File: src/rtl/ctrl_fac_seq.sv
// ctrl_fac_seq: parametrised twiddle-multiply sequencer.
// Steps through SEL_PER_SEG select values per segment, holding each one for
// BURST cycles, over NUM_SEG segments per frame. Each segment is started by en_i.
// A single pending request lets the next segment follow with no gap.
// Ports:
//   clk, rst        clock; asynchronous active-high reset
//   en_i            segment start request
//   abort_i         synchronous cancel of the current frame
//   en_mul_o        multiplier enable
//   mul_val_sel_o   twiddle/value select
//   seg_idx_o       current or most recent segment index
//   busy_o          high whenever not idle
//   seg_done_o      one-cycle pulse after each segment
//   alert_o         one-cycle pulse after the final segment of a frame
module ctrl_fac_seq #(
    parameter int BURST       = 4,
    parameter int SEL_PER_SEG = 2,
    parameter int NUM_SEG     = 2,
    localparam int SEL_W = $clog2(SEL_PER_SEG * NUM_SEG) < 1 ? 1 : $clog2(SEL_PER_SEG * NUM_SEG),
    localparam int SEG_W = $clog2(NUM_SEG) < 1 ? 1 : $clog2(NUM_SEG),
    localparam int CNT_W = $clog2(BURST) < 1 ? 1 : $clog2(BURST)
) (
    input  logic             clk,
    input  logic             rst,
    input  logic             en_i,
    input  logic             abort_i,
    output logic             en_mul_o,
    output logic [SEL_W-1:0] mul_val_sel_o,
    output logic [SEG_W-1:0] seg_idx_o,
    output logic             busy_o,
    output logic             seg_done_o,
    output logic             alert_o
);
    localparam int SUB_W = $clog2(SEL_PER_SEG) < 1 ? 1 : $clog2(SEL_PER_SEG);

    typedef enum logic [1:0] {S_IDLE, S_ACTIVE, S_WAIT} state_t;

    state_t           state_q, state_d;
    logic [CNT_W-1:0] cnt_q, cnt_d;
    logic [SUB_W-1:0] sub_q, sub_d;
    logic [SEL_W-1:0] sel_q, sel_d;
    logic [SEG_W-1:0] seg_q, seg_d;
    logic             pend_q, pend_d;
    logic             done_q, done_d;
    logic             alert_q, alert_d;
    logic             last_burst, seg_end, last_seg, go;

    assign last_burst = cnt_q == CNT_W'(BURST - 1);
    assign seg_end    = last_burst && sub_q == SUB_W'(SEL_PER_SEG - 1);
    assign last_seg   = seg_q == SEG_W'(NUM_SEG - 1);
    assign go         = pend_q | en_i;

    always_comb begin
        state_d = state_q;
        cnt_d   = cnt_q;
        sub_d   = sub_q;
        sel_d   = sel_q;
        seg_d   = seg_q;
        pend_d  = pend_q;
        done_d  = 1'b0;
        alert_d = 1'b0;
        if (abort_i) begin
            // abort while idle leaves the held select/segment untouched
            if (state_q != S_IDLE) begin
                state_d = S_IDLE;
                cnt_d   = '0;
                sub_d   = '0;
                sel_d   = '0;
                seg_d   = '0;
                pend_d  = 1'b0;
            end
        end else begin
            case (state_q)
                S_IDLE: if (en_i) begin
                    state_d = S_ACTIVE;
                    cnt_d   = '0;
                    sub_d   = '0;
                    sel_d   = '0;
                    seg_d   = '0;
                    pend_d  = 1'b0;
                end
                // sel_q still holds the last select of the previous segment,
                // so +1 lands on the first select of the next one
                S_WAIT: if (en_i) begin
                    state_d = S_ACTIVE;
                    seg_d   = seg_q + 1'b1;
                    sel_d   = sel_q + 1'b1;
                end
                default: begin
                    cnt_d = last_burst ? '0 : cnt_q + 1'b1;
                    if (last_burst && !seg_end) begin
                        sub_d = sub_q + 1'b1;
                        sel_d = sel_q + 1'b1;
                    end
                    if (en_i && !seg_end)
                        pend_d = 1'b1;
                    if (seg_end) begin
                        done_d  = 1'b1;
                        alert_d = last_seg;
                        sub_d   = '0;
                        pend_d  = 1'b0;
                        state_d = go ? S_ACTIVE : (last_seg ? S_IDLE : S_WAIT);
                        seg_d   = !go ? seg_q : (last_seg ? '0 : seg_q + 1'b1);
                        sel_d   = !go ? sel_q : (last_seg ? '0 : sel_q + 1'b1);
                    end
                end
            endcase
        end
    end

    always_ff @(posedge clk or posedge rst) begin
        if (rst) begin
            state_q <= S_IDLE;
            cnt_q   <= '0;
            sub_q   <= '0;
            sel_q   <= '0;
            seg_q   <= '0;
            pend_q  <= 1'b0;
            done_q  <= 1'b0;
            alert_q <= 1'b0;
        end else begin
            state_q <= state_d;
            cnt_q   <= cnt_d;
            sub_q   <= sub_d;
            sel_q   <= sel_d;
            seg_q   <= seg_d;
            pend_q  <= pend_d;
            done_q  <= done_d;
            alert_q <= alert_d;
        end
    end

    assign en_mul_o      = state_q == S_ACTIVE;
    assign busy_o        = state_q != S_IDLE;
    assign mul_val_sel_o = sel_q;
    assign seg_idx_o     = seg_q;
    assign seg_done_o    = done_q;
    assign alert_o       = alert_q;
endmodule

File: config.mk
export PLATFORM = sky130hd
export DESIGN_NAME = ctrl_fac_seq
export DESIGN_NICKNAME = d
export VERILOG_FILES = /design/src/rtl/ctrl_fac_seq.sv
export SDC_FILE = /design/constraint.sdc
export NUM_CORES = 1
export LEC_CHECK = 0
export ABC_AREA = 1
export BUFFER_PORTS_ARGS = -buffer_cell sky130_fd_sc_hd__buf_2
export CORE_AREA = 2 2 39 41
export CTS_BUF_LIST = sky130_fd_sc_hd__clkbuf_4
export DETAILED_ROUTE_END_ITERATION = 7
export DIE_AREA = 0 0 41 43
export PLACE_DENSITY = 0.72
export SLEW_MARGIN = 20
export SYNTH_ARGS = -nofsm -noshare
export SYNTH_HDL_FRONTEND = slang
export SYNTH_SLANG_ARGS = --single-unit
File: constraint.sdc
create_clock -name clk -period 3.1 [get_ports clk]
set_input_delay 0.155 -clock clk [delete_from_list [all_inputs] [get_ports clk]]
set_output_delay 0.155 -clock clk [all_outputs]
set_load 0.01 [all_outputs]
### Word-level counts from Yosys, hierarchy flattened

Index checks and enable logic that the tools add are counted.

* mux-type cells: 40
* equal/unequal tests: 9
* reduce and logical (&&, ||, !) cells: 19
* bitwise gates (word level): 1
* $add $sub $neg: 4

Operators with widths (count)
* two-way mux 2 bit: 16
* two-way mux 1 bit: 19
* nonzero test 4 bit: 4
* AND reduction 5 bit: 2
* case mux 2 bit (2 select lines): 2
* AND reduction 4 bit: 2
* != test 3 bit, second input constant: 2
* case mux 1 bit (2 select lines): 3
* AND reduction 3 bit: 2
* != test 5 x 2 -> 1 bit, second input constant: 1
* nonzero test 5 bit: 1
* adder 2 x 1 -> 2 bit, second input constant: 2
* == test 2 bit, second input constant: 2
* logical AND 1 bit: 3
* != test 3 x 1 -> 1 bit, second input constant: 1
* nonzero test 3 bit: 1
* adder 1 bit, second input constant: 2
* == test 2 x 1 -> 1 bit, second input constant: 1
* logical NOT 2 bit: 1
* != test 2 x 1 -> 1 bit, second input constant: 1
* != test 2 bit, second input constant: 1
* nonzero test 2 bit: 1
* OR reduction 2 bit: 1
* logical NOT 1 bit: 1
* bitwise OR 1 bit: 1

* register bits: 11
* word-level logic and storage cells: 81
* output and inout port bits: 7

### Longest topological paths before layout

* word-level depth: 8
* mapped depth: 8

### Worst setup path after synthesis

OpenSTA, ideal clock, no wires.

* path kind: register to register
* start: reg cnt_q[0]
* end: reg sel_q[0], in the netlist mul_val_sel_o[0]
* buffers on the path: 0
* setup slack: 1946 ps
* data required time: 3035 ps
* stages on the path, launching flop included: 9
* clock period less this slack: 1154 ps
* arrival: 1089 ps
* cell sequence: dfrtp_1 > ha_1 > nand2_1 > inv_1 > nand2_1 > nor2_1 > nor2_1 > nand2_1 > nand2_1

* word-level cells in the longest chain between the ends: 6
* elaborated cells on any way between the ends: 10
* classes of those cells: eq/ne (2); mux (3); reduce/logical (5)

Ends and longest elaborated chain
* start: declaration: RTL line 39 `logic [CNT_W-1:0] cnt_q, cnt_d;`
* start signal: assignment: RTL line 123 `cnt_q <= cnt_d;`
* == test 2 bit *: RTL line 48 `assign last_burst = cnt_q == CNT_W'(BURST - 1);`
* logical AND 1 bit: RTL line 49 `assign seg_end = last_burst && sub_q == SUB_W'(SEL_PER_SEG - 1);`
* logical NOT 1 bit: RTL line 91 `if (last_burst && !seg_end) begin`
* logical AND 1 bit: RTL line 91
* nonzero test 5 bit (no source line)
* AND reduction 5 bit (no source line)
* end signal: assignment: RTL line 125 `sel_q <= sel_d;`
* end: declaration: RTL line 41 `logic [SEL_W-1:0] sel_q, sel_d;`

Mark *: on every way between the ends. The rest lies on a longest branch, timed or not.
A chain may end at the register's enable or synchronous reset.

### Final worst setup path

Same ends and word-level chain as after synthesis.

==> run_results.csv <==
group,metric,value,unit
outcome,status,"complete, no violations",
clock_network,h-tree-depth,1,
clock_network,numCtsBuffers,3,
setup_path,endpoint_kind,"flip-flop",
logic_synthesis,synthCells,93,
sta,finalCritPeriodShare,0.4192,
die,start_util,0.4602,
global_routing,grt_pass1_wl,2014,um
power_and_ir_drop,pwr_density_cell,508.6,mW/mm^2
setup_path,critPathLaunch,"cnt_q[0]",
die,die_h,43,um
logic_synthesis,syn-cell-area,636.9,um^2
finish,design_area,747.0,um^2
finish,fillers,139,
die,core,0.001384,mm^2
setup_path,endpoint,"mul_val_sel_o[0]",
finish,layout_commonest_cell,"nand2_1",
finish,drive_above_1_share,0.2222,
finish,n_antenna_cell,0,
drt,drt_wl_total,1207,um
sta,finalCriticalPeriod,1299,ps
setup_path,required,3310,ps
clock_network,cts.sinks,11,
placed_design,post-place-ws,1832,ps
sta,setup_viol,0,
sta,fmax,769.6,MHz
setup_path,r2r_start,"cnt_q[0]",
worst_hold_path,min_from,"abort_i",
logic_synthesis,yosys_warnings,0,
sta,relSlewSlack,0.7181,
global_routing,grt_usage,0.1694,
logic_synthesis,ys_types,13,
die,die_width,41,um
sta,worst_pin_slew,422.4,ps
clock_network,clkTransAtPathRegs,80,ps
global_routing,overflow,0,
drt,ant_nets,0,
die,num_io_pins,11,
finish,syn_to_final_growth,17.29,%
power_and_ir_drop,power.leakage,0.4579,nW
sta,finalMaxSlewViolations,0,
placed_design,io_buffers,10,
global_routing,grt_pass1_vias,520,
clock_network,clockRootBuffer,"clkbuf_4",
placed_design,hpwl,946.2,um
setup_path,rr_endpoint,"mul_val_sel_o[0]",
finish,final_core_util,0.5398,
clock_network,clock_latency,270,ps
sta,rsz0062_at_grt,"false",
setup_path,rr_worst_depth,8,
placed_design,placed_area,706.9,um^2
setup_path,startpoint_type,"flip-flop",
sta,setup_tns,0,ps
drt,initialDrtViolationCount,9,
finish,nets,114,
drt,drc,0,
flow_run,max_cap_violations,0,
setup_path,rrSetupSlack,1800,ps
drt,routed_via_density,4.661,
clock_network,clockBufferDepth,2,
global_routing,antenna_found_initial,0,
worst_hold_path,holdCritPathClass,"primary input to flip-flop",
sta,skew,5.595,ps
sta,final_hold_viol_count,0,
power_and_ir_drop,max-vdd-ir-drop,241.4,uV
setup_path,worstPathMaxFanout,4,
finish,layout_common_cells,"nand2_1 (28), nor2_1 (16), inv_1 (15)",
setup_path,critPathKind,"flip-flop to flip-flop",
setup_path,crit_arrival,1510,ps
drt,dr.pass1.iters,4,
drt,vias,578,
logic_synthesis,syn_area_per_cell,6.848,um^2
logic_synthesis,synth_nets,98,
drt,wl_per_cell,9.734,um
sta,setup_slack,1801,ps
logic_synthesis,ys_seq_elements,11,
placed_design,place.gp.congestion,0.8094,
global_routing,grt_max_degree,12,
logic_synthesis,seq_area_frac_synth,0.4322,
die,rows,14,
clock_network,cts_tree,"yes",
sta,holdWs,142.7,ps
die,fp.dieArea,0.001763,mm^2
==> per-stage QoR <==
stage,power [mW],cells
after floorplan,0.2440,93
after global placement,0.2718,119
after detailed placement,0.2727,119
after CTS,0.3848,124
after global routing,0.4061,124
final,0.3799,124
==> report_power, final <==
group | leakage, nW | internal, mW | switching, mW | total [mW]
Combinational | 0.290 | 0.0354 | 0.0607 | 0.0961
Clock | 0.0184 | 0.0586 | 0.0513 | 0.110
Sequential | 0.150 | 0.160 | 0.0143 | 0.174
==> flip-flops by register name, summed over array words and instances, names as in the netlist <==
signal         flops
cnt_q              2
mul_val_sel_o      2
state_q            2
alert_o            1
pend_q             1
seg_done_o         1
seg_idx_o          1
sub_q              1
==> kinds of logic (layout without fill, tap and decap cells) <==
logic type      Yosys count  count (layout)  synth area share
buf+inv                  18              33            0.1061
flops                    11              11            0.4322
mux                       1               1           0.01572
compound gates            4               4           0.03144
simple gates             58              58            0.3949
fa+ha+maj                 1               1           0.01964
==> metal layers <==
metal | part of all wire | GRT usage | wire (um) | vias up
met4 | 0.022 | 0.08000 | 26 | 0
met2 | 0.45 | 0.2531 | 542 | 8
li1 | - | - | - | 309
met3 | 0.025 | 0.03141 | 30 | 5
met1 | 0.50 | 0.2259 | 608 | 256
met5 | 0 | 0 | 0 | -
==> layout make-up <==
type                    instances  area [um^2]  area share
clock buffers                   4        30.03     0.04020
inverters                      18        67.56     0.09045
multi-input cells              64        294.0      0.3936
flip-flops and latches         11        275.3      0.3685
well taps                      16        20.02     0.02680
repair buffers                 11        60.06     0.08040
==> worst min-delay path by stage <==
stage / to / slack [ps] / cells past startpoint
2_1_floorplan: alert_o / 7 / 1
3_3_place_gp: sub_q / 160 / 2
3_5_place_dp: sub_q / 170 / 2
4_1_cts: alert_o / 140 / 2
5_1_grt: alert_o / 150 / 2
6_report: alert_o / 140 / 2
==> Yosys cell counts <==
| cell type | instances | share of area |
|---|---|---|
| nor2_2 | 2 | 0.020 |
| nand3_1 | 7 | 0.055 |
| nand3_2 | 2 | 0.031 |
| dfrtp_1 | 11 | 0.43 |
| mux2i_1 | 1 | 0.016 |
| inv_1 | 15 | 0.088 |
| nor2_1 | 16 | 0.094 |
| ha_1 | 1 | 0.020 |
| a21oi_1 | 2 | 0.016 |
| o21ai_0 | 2 | 0.016 |
| inv_2 | 3 | 0.018 |
| nand2_2 | 3 | 0.029 |
| nand2_1 | 28 | 0.17 |
==> critical path, cell delays in order, from the launching register on <==
cell and delay (ps):
dfrtp_1 400, ha_1 230, nand2_1 140, inv_1 90, nand2_1 90, nor2_1 40
nor2_1 120, nand2_1 70, nand2_1 60
==> repair_timing <==
item	in CTS	in global routing
setup buffers	0	0
hold buffers	1	0
gates resized for setup	0	0
endpoints found under the setup margin	0	0
hold endpoints to repair	11	0
(Power assumes the default switching activity.)
